===== src/rtl/sdram_arbiter.sv =====
// Single-outstanding SDRAM arbiter: one download writer (absolute priority) and
// three round-robin readers share one controller port; responses are forwarded to the owner.
module sdram_arbiter #(
  parameter int ADDR_WIDTH = 23,
  parameter int DATA_WIDTH = 32
) (
  input  logic                  clk,
  input  logic                  reset,
  input  logic                  wr_req,
  input  logic [ADDR_WIDTH-1:0] wr_addr,
  input  logic [DATA_WIDTH-1:0] wr_data,
  output logic                  wr_ack,
  input  logic                  rd_req_0,
  input  logic                  rd_req_1,
  input  logic                  rd_req_2,
  input  logic [ADDR_WIDTH-1:0] rd_addr_0,
  input  logic [ADDR_WIDTH-1:0] rd_addr_1,
  input  logic [ADDR_WIDTH-1:0] rd_addr_2,
  output logic                  rd_ack_0,
  output logic                  rd_ack_1,
  output logic                  rd_ack_2,
  output logic                  rd_valid_0,
  output logic                  rd_valid_1,
  output logic                  rd_valid_2,
  output logic [DATA_WIDTH-1:0] rd_q,
  output logic [ADDR_WIDTH-1:0] sdram_addr,
  output logic [DATA_WIDTH-1:0] sdram_data,
  output logic                  sdram_we,
  output logic                  sdram_req,
  input  logic                  sdram_ack,
  input  logic                  sdram_valid,
  input  logic [DATA_WIDTH-1:0] sdram_q
);

  typedef enum logic [1:0] {S_IDLE, S_REQ, S_WAIT} state_t;
  typedef enum logic [1:0] {OWN_RD0, OWN_RD1, OWN_RD2, OWN_WR} owner_t;

  state_t                r_state;
  state_t                w_state_nxt;
  owner_t                r_owner;
  logic [1:0]            r_last;
  logic [ADDR_WIDTH-1:0] r_addr;
  logic [DATA_WIDTH-1:0] r_data;
  logic                  r_we;

  logic [2:0]            w_rd_req;
  logic                  w_rr_vld;
  logic [1:0]            w_rr_pick;
  logic [ADDR_WIDTH-1:0] w_rd_addr;
  logic                  w_ack_hit;
  logic                  w_val_hit;

  function automatic logic [1:0] rr_idx(input logic [1:0] last, input int unsigned k);
    int unsigned s;
    s = (32'(last) + k) % 3;
    return 2'(s);
  endfunction

  assign w_rd_req = {rd_req_2, rd_req_1, rd_req_0};

  // Search starts one past the last granted reader, wrapping modulo 3.
  always_comb begin
    w_rr_vld  = 1'b0;
    w_rr_pick = r_last;
    for (int unsigned k = 1; k <= 3; k++) begin
      if (!w_rr_vld && w_rd_req[rr_idx(r_last, k)]) begin
        w_rr_vld  = 1'b1;
        w_rr_pick = rr_idx(r_last, k);
      end
    end
  end

  always_comb begin
    case (w_rr_pick)
      2'd0:    w_rd_addr = rd_addr_0;
      2'd1:    w_rd_addr = rd_addr_1;
      default: w_rd_addr = rd_addr_2;
    endcase
  end

  always_comb begin
    w_state_nxt = r_state;
    w_ack_hit   = (r_state == S_REQ) && sdram_ack;
    // Valid counts in WAIT, or in REQ together with the ack; never for a write.
    w_val_hit   = (r_owner != OWN_WR) && sdram_valid && ((r_state == S_WAIT) || w_ack_hit);
    wr_ack      = w_ack_hit && (r_owner == OWN_WR);
    rd_ack_0    = w_ack_hit && (r_owner == OWN_RD0);
    rd_ack_1    = w_ack_hit && (r_owner == OWN_RD1);
    rd_ack_2    = w_ack_hit && (r_owner == OWN_RD2);
    rd_valid_0  = w_val_hit && (r_owner == OWN_RD0);
    rd_valid_1  = w_val_hit && (r_owner == OWN_RD1);
    rd_valid_2  = w_val_hit && (r_owner == OWN_RD2);
    rd_q        = sdram_q;
    sdram_req   = (r_state == S_REQ);
    sdram_addr  = r_addr;
    sdram_data  = r_data;
    sdram_we    = r_we;
    case (r_state)
      S_IDLE: if (wr_req || w_rr_vld) w_state_nxt = S_REQ;
      S_REQ:  if (sdram_ack) w_state_nxt = ((r_owner == OWN_WR) || sdram_valid) ? S_IDLE : S_WAIT;
      S_WAIT: if (sdram_valid) w_state_nxt = S_IDLE;
      default: w_state_nxt = S_IDLE;
    endcase
  end

  always_ff @(posedge clk) begin
    if (reset) begin
      r_state <= S_IDLE;
      r_owner <= OWN_RD0;
      r_last  <= 2'd2;
      r_addr  <= '0;
      r_data  <= '0;
      r_we    <= 1'b0;
    end else begin
      r_state <= w_state_nxt;
      if (r_state == S_IDLE) begin
        if (wr_req) begin
          r_owner <= OWN_WR;
          r_addr  <= wr_addr;
          r_data  <= wr_data;
          r_we    <= 1'b1;
        end else if (w_rr_vld) begin
          r_owner <= owner_t'(w_rr_pick);
          r_last  <= w_rr_pick;
          r_addr  <= w_rd_addr;
          r_we    <= 1'b0;
        end
      end else if (w_ack_hit && (r_owner == OWN_WR)) begin
        r_we <= 1'b0;
      end
    end
  end

endmodule


===== config.mk =====
export PLATFORM = sky130hd
export DESIGN_NAME = sdram_arbiter
export DESIGN_NICKNAME = d
export VERILOG_FILES = /design/src/rtl/sdram_arbiter.sv
export SDC_FILE = /design/constraint.sdc
export NUM_CORES = 1
export LEC_CHECK = 0
export ABC_AREA = 0
export CORE_AREA = 2 2 106 108
export DETAILED_ROUTE_END_ITERATION = 12
export DIE_AREA = 0 0 108 110
export GPL_ROUTABILITY_DRIVEN = 0
export GPL_TIMING_DRIVEN = 0
export PLACE_DENSITY = 0.76
export SYNTH_ARGS = -nofsm -noshare
export SYNTH_HDL_FRONTEND = slang
export SYNTH_SLANG_ARGS = --single-unit

===== constraint.sdc =====
create_clock -name clk -period 3.2 [get_ports clk]
set_input_delay 0.64 -clock clk [delete_from_list [all_inputs] [get_ports clk]]
set_output_delay 0.64 -clock clk [all_outputs]
set_load 0.01 [all_outputs]

[Word level (Yosys, flattened, before mapping)]
Cells that the tools add are included.
Widths: inputs -> output; s select.
Operators by class
  add/sub/neg operators: 3
  reduce and logical (&&, ||, !) cells: 27
  eq/ne operators: 11
  $lt $le $gt $ge: 3
  bitwise logic cells: 1
  muxes and demuxes: 26
  div/mod/pow operators: 3
Operators with widths (count)
  $mod 32x2->32 const B: 3
  $mux 23: 2
  $pmux 23 s2: 1
  $mux 2: 9
  $logic_and 1x1->1: 12
  $mux 1: 10
  $lt 2x3->1 const B: 3
  $add 2x2->3 const B: 2
  $bmux 1 s2: 3
  $eq 2x1->1 const B: 3
  $eq 2x2->1 const B: 3
  $logic_not 2->1: 3
  $ne 2x2->1 const B: 3
  $pmux 2 s3: 1
  $reduce_and 2->1: 3
  $reduce_and 3->1: 2
  $reduce_bool 2->1: 2
  $add 2x1->3 const B: 1
  $logic_or 1x1->1: 3
  $ne 3x3->1 const B: 1
  $logic_not 1->1: 2
  $ne 2x1->1 const B: 1
  $not 1->1: 1
Storage, ports and cells
  flip-flop bits (word level): 62
  logic and storage cells: 80

[Logic depth before layout (Yosys ltp)]
  word-level depth: 15
  gate-level depth with buffers: 10
  mapped depth without buffers: 7

[Worst setup path before layout]
Ideal clock, no wire load.
  kind: reg-to-reg
  start point: register r_last[0]
  end point: register r_addr[13], in the netlist sdram_addr[13]
  required time: 3.069 ns
  stages on the path, launching flop included: 10
  period minus slack after synthesis: 2.329 ns
  setup slack: 0.871 ns
  data arrival time: 2.197 ns
  path buffers: 2
  cells stage by stage: dfxtp_1 inv_1 ha_1 maj3_2 o2bb2ai_2 or3_1 clkbuf_1 buf_2 o311ai_0 a31oi_1
On the way
  word-level cells in the longest chain between the ends: 15
  elaborated cells between the ends (all ways): 29
  classes of those cells: add/sub: 3; div: 3; eq/ne: 1; mux: 15; reduce/logical: 7
RTL lines
  start: declaration: RTL line 41  | logic [1:0] r_last;
  start signal: assignment: RTL line 124  | r_last <= w_rr_pick;
  $add 2x1->3: RTL line 55  | s = (32'(last) + k) % 3;
  $mod 32x2->32: RTL line 55
  $bmux 1 s2: RTL line 66  | if (!w_rr_vld && w_rd_req[rr_idx(r_last, k)]) begin
  $mux 1 (not written as such): RTL line 66
  $mux 1: RTL line 66
  $logic_not 1->1: RTL line 66
  $logic_and 1x1->1: RTL line 66
  $mux 1: RTL line 66
  $logic_not 1->1: RTL line 66
  $logic_and 1x1->1: RTL line 66
  $mux 2: RTL line 66
  $eq 2x1->1 or $logic_not 2->1 (tied branches): RTL line 74  | case (w_rr_pick)
  $pmux 23 s2: RTL line 74
  $mux 23: RTL line 122  | end else if (w_rr_vld) begin
  $mux 23: RTL line 117  | if (wr_req) begin
  end signal: assignment: RTL line 119  | r_addr <= wr_addr;
  end signal: assignment: RTL line 125  | r_addr <= w_rd_addr;
  end: declaration: RTL line 42  | logic [ADDR_WIDTH-1:0] r_addr;
Parallel ways exist; a longest one is shown, timed or not. The select of a mux whose other input is x is not followed.
A chain may end at the register's enable or synchronous reset.

[Worst setup path after layout]
  start point: input port sdram_ack
  end point: output port rd_valid_0
On the way
  word-level cells in the longest chain between the ends: 4
RTL lines
  start: declaration: RTL line 30  | input logic sdram_ack,
  $logic_and 1x1->1: RTL line 83  | w_ack_hit = (r_state == S_REQ) && sdram_ack;
  $logic_or 1x1->1: RTL line 85  | w_val_hit = (r_owner != OWN_WR) && sdram_valid && ((r_state == S_WAIT) || w_ack_hit);
  $logic_and 1x1->1: RTL line 85
  $logic_and 1x1->1: RTL line 90  | rd_valid_0 = w_val_hit && (r_owner == OWN_RD0);
  end: declaration: RTL line 22  | output logic rd_valid_0,
No other way between the ends.

==> results by group <==
Place
  • Hpwl dp: approximately 11000 microns
  • Dpl cell area: approximately 0.0061 sq mm
  • Dpl ws: between 0.2 and 0.25 ns
  • IO buf count: ~220

Global routing
  • Global route overflow: 0
  • GRT Overall Usage: 22.4%
  • Initial antenna violation count: 1
  • First-pass GRT wire length: approximately 21000 microns
  • Vias in the first global route: 4491
  • Largest net degree at the start of global routing: 14

Synthesis
  • Most frequent cell after synthesis: nand2_1
  • Post-synth top area cell: dfxtp_1
  • Number of synthesized register bits: 62
  • Mux contribution to synthesized area: 0.545%
  • Yosys top cell area share: between 30 and 40%
  • Post-synthesis simple-gate area fraction: a little over a fifth
  • FFs w/ async S/R, synth: 0%
  • Sequential share of the synthesized area: between 30% and 40%
  • Synth top area cells: dfxtp_1 (34%), nand2_1 (7.3%), buf_4 (7.0%)
  • List of most frequent post-synthesis cells: nand2_1 (71), dfxtp_1 (62), nor2_1 (58)
  • Post-Synth XOR/XNOR Area: 0%
  • Syn_area_per_cell: around 7.3 sq um
  • Post-synthesis cell type count: between 40 and 50
  • Main combinational cell family by area after synthesis: compound AO/OA/AOI/OAI gates
  • Syn Nets: 667
  • EDFF count, synth: 0
  • Synth warn: 0
  • Complex-gate fraction of the synthesized area: 27.8%
  • Post-synthesis adder-cell area fraction: less than 1%
  • Post-synth top flop: dfxtp_1
  • Mapped cell area: between 0.003 and 0.004 sq mm
  • Gate Count Post-Synth: between 500 and 600

Cells and area
  • Area Growth Syn to Fin: 72.7%
  • Fill cells: 979
  • Layout Nets: approximately 900
  • Fin area: roughly 0.0063 sq mm
  • Layout cells sized above 1: under 10%
  • Ant. Diodes: 0

Flow run
  • Max cap viols: 0

Timing
  • Unrepaired setup endpoints after global routing: false
  • WHS: 0.455 ns
  • # setup viols final: 0
  • Fmax: roughly 350 MHz
  • Worst slew pin tran: 0.558 ns
  • Slew headroom: a little over three fifths
  • Minimum clock period after layout: 2.83 ns
  • Clock skew: between 0.01 and 0.015 ns
  • Fin crit share: approximately nine tenths
  • Final TNS setup: 0 ns
  • Final hold violation count: 0
  • Setup slack after layout: 0.375 ns
  • Slew Limit Fails: 0

Clock network
  • Post-CTS setup repair buffer count: 0
  • Clock Latency Late Sink: 0.34 ns
  • Worst-path clk slew: about 0.070 ns
  • Num CTS Buffers: 9
  • TritonCTS Sinks: 62
  • CTS tree: yes
  • Clk Tree Root Cell: clkbuf_8
  • Cts hold-fix bufs: 0
  • CTS resizes: 0
  • Max clock buf depth: 2
  • H-tree depth: 3

Worst setup path
  • Crit-path max FO: 3
  • Reg2reg path depth: 9
  • Worst EP arrival: 2.19 ns
  • RR Endpoint: sdram_addr[21]
  • Worst setup EP type: output pin
  • R2R setup slack: between 0.4 and 0.5 ns
  • Reg2reg start: r_last[0]
  • Critical path launch point type: primary input
  • WS Path Type: in2out
  • CP required: between 2 and 3 ns

Min path
  • Worst hold endpoint: sdram_data[2]
  • Min-delay src: sdram_data[2]
  • Worst Hold Class: reg2reg
  • WHS Path Cells: 2

Drt
  • Vias: between 4000 and 5000
  • Number of DRC markers in iteration 0: ~260
  • Routed vias/inst: around 5.0
  • Wire length per cell: 15.2 microns
  • DRT Wirelength: 13400 microns
  • Detail Route Antenna Nets: 0
  • DRT Pass-1 Iters: 4
  • DRC: 0

Power
  • Leakage power: around 2.4 nW
  • Power Total: ~3 mW
  • Power density cells: 473 mW/mm^2
  • Peak VDD IR: between 0.3 and 0.4 mV

Die
  • Die Height: 110 microns
  • Row count: 38
  • Ports: 260
  • Die ar.: approximately 0.012 sq mm
  • Width of the die: ~110 microns
  • CORE AREA: 0.0107 sq mm
  • Initial core utilization: 34.3%

Run status
  • Status: completed
==> cells by family (layout without fill, tap and decap cells) <==
group	count (synthesis)	count (layout)
mux	2	2
buf+inv	105	345
compound gates	149	149
simple gates	180	180
fa+ha+maj	3	3
flops	62	62
==> cell type report <==
class	count	area, sq um	share of cell area [%]
sequential	62	1240	19.6
clock inverter	7	128	2.01
inverter	27	101	1.60
buffer	78	478	7.54
multi-input combinational	334	1850	29.2
timing repair buffer	224	2240	35.4
clock buffer	9	124	1.95
tap	140	175	2.76
==> flip-flops by register name, indices dropped and copies added (netlist names) <==
register / cells
sdram_we: 1
sdram_addr: 23
r_last: 2
r_owner: 2
sdram_data: 32
r_state: 2
==> critical path, cell delays in order <==
cell             delay [ns]
clkdlybuf4s50_1        0.49
and2_1                 0.14
o21ai_0                0.15
nor3_1                 0.18
clkdlybuf4s50_1        0.58
==> layout by cell type, fill, tap and decap left out, types with 2 or more instances in the layout <==
cell,n
nor2_1,58
ha_1,2
nor3_1,6
o311ai_1,10
nand2b_1,4
mux2i_1,2
buf_2,10
buf_4,34
buf_6,6
and2_1,5
o311ai_0,13
a31oi_1,23
clkbuf_8,9
clkbuf_1,28
o21bai_1,2
bufinv_16,3
dfxtp_1,62
a21oi_1,40
nand3_1,25
o21ai_0,25
inv_6,2
clkdlybuf4s50_1,224
o211ai_1,23
inv_1,27
nor2b_1,5
nand2_1,71
==> layer usage <==
metal	GRT usage [%]	share of wire, %	vias up
met2	40.6	50	196
met1	25.7	40	2005
met5	0	0.097	-
li1	-	-	2182
met4	7.51	2.1	2
met3	5.70	7.7	26
==> how the worst max path moves through the flow <==
stage | slack [ns] | end | start
final | 0.37 | rd_valid_0 | sdram_ack
after global routing | 0.24 | sdram_addr[15] | r_last[0]
after CTS | 0.37 | rd_valid_0 | sdram_ack
after detailed placement | 0.23 | sdram_addr[16] | rd_req_0
after global placement | 0.29 | sdram_addr[21] | rd_req_0
after floorplan | 0.87 | sdram_addr[13] | r_last[0]
==> through the flow <==
stage | instances | utilization (%)
5_1_grt | 881 | 59.3
3_3_place_gp | 865 | 56.9
6_report | 881 | 59.3
2_1_floorplan | 501 | -
4_1_cts | 881 | 59.3
3_5_place_dp | 865 | 56.9
==> report_power, final <==
part	internal [mW]	switching, mW	total, mW
combinational	0.606	0.573	1.18
sequential	0.871	0.0570	0.928
clock	0.530	0.361	0.891
Note: power is estimated with default switching activity, not from simulation.
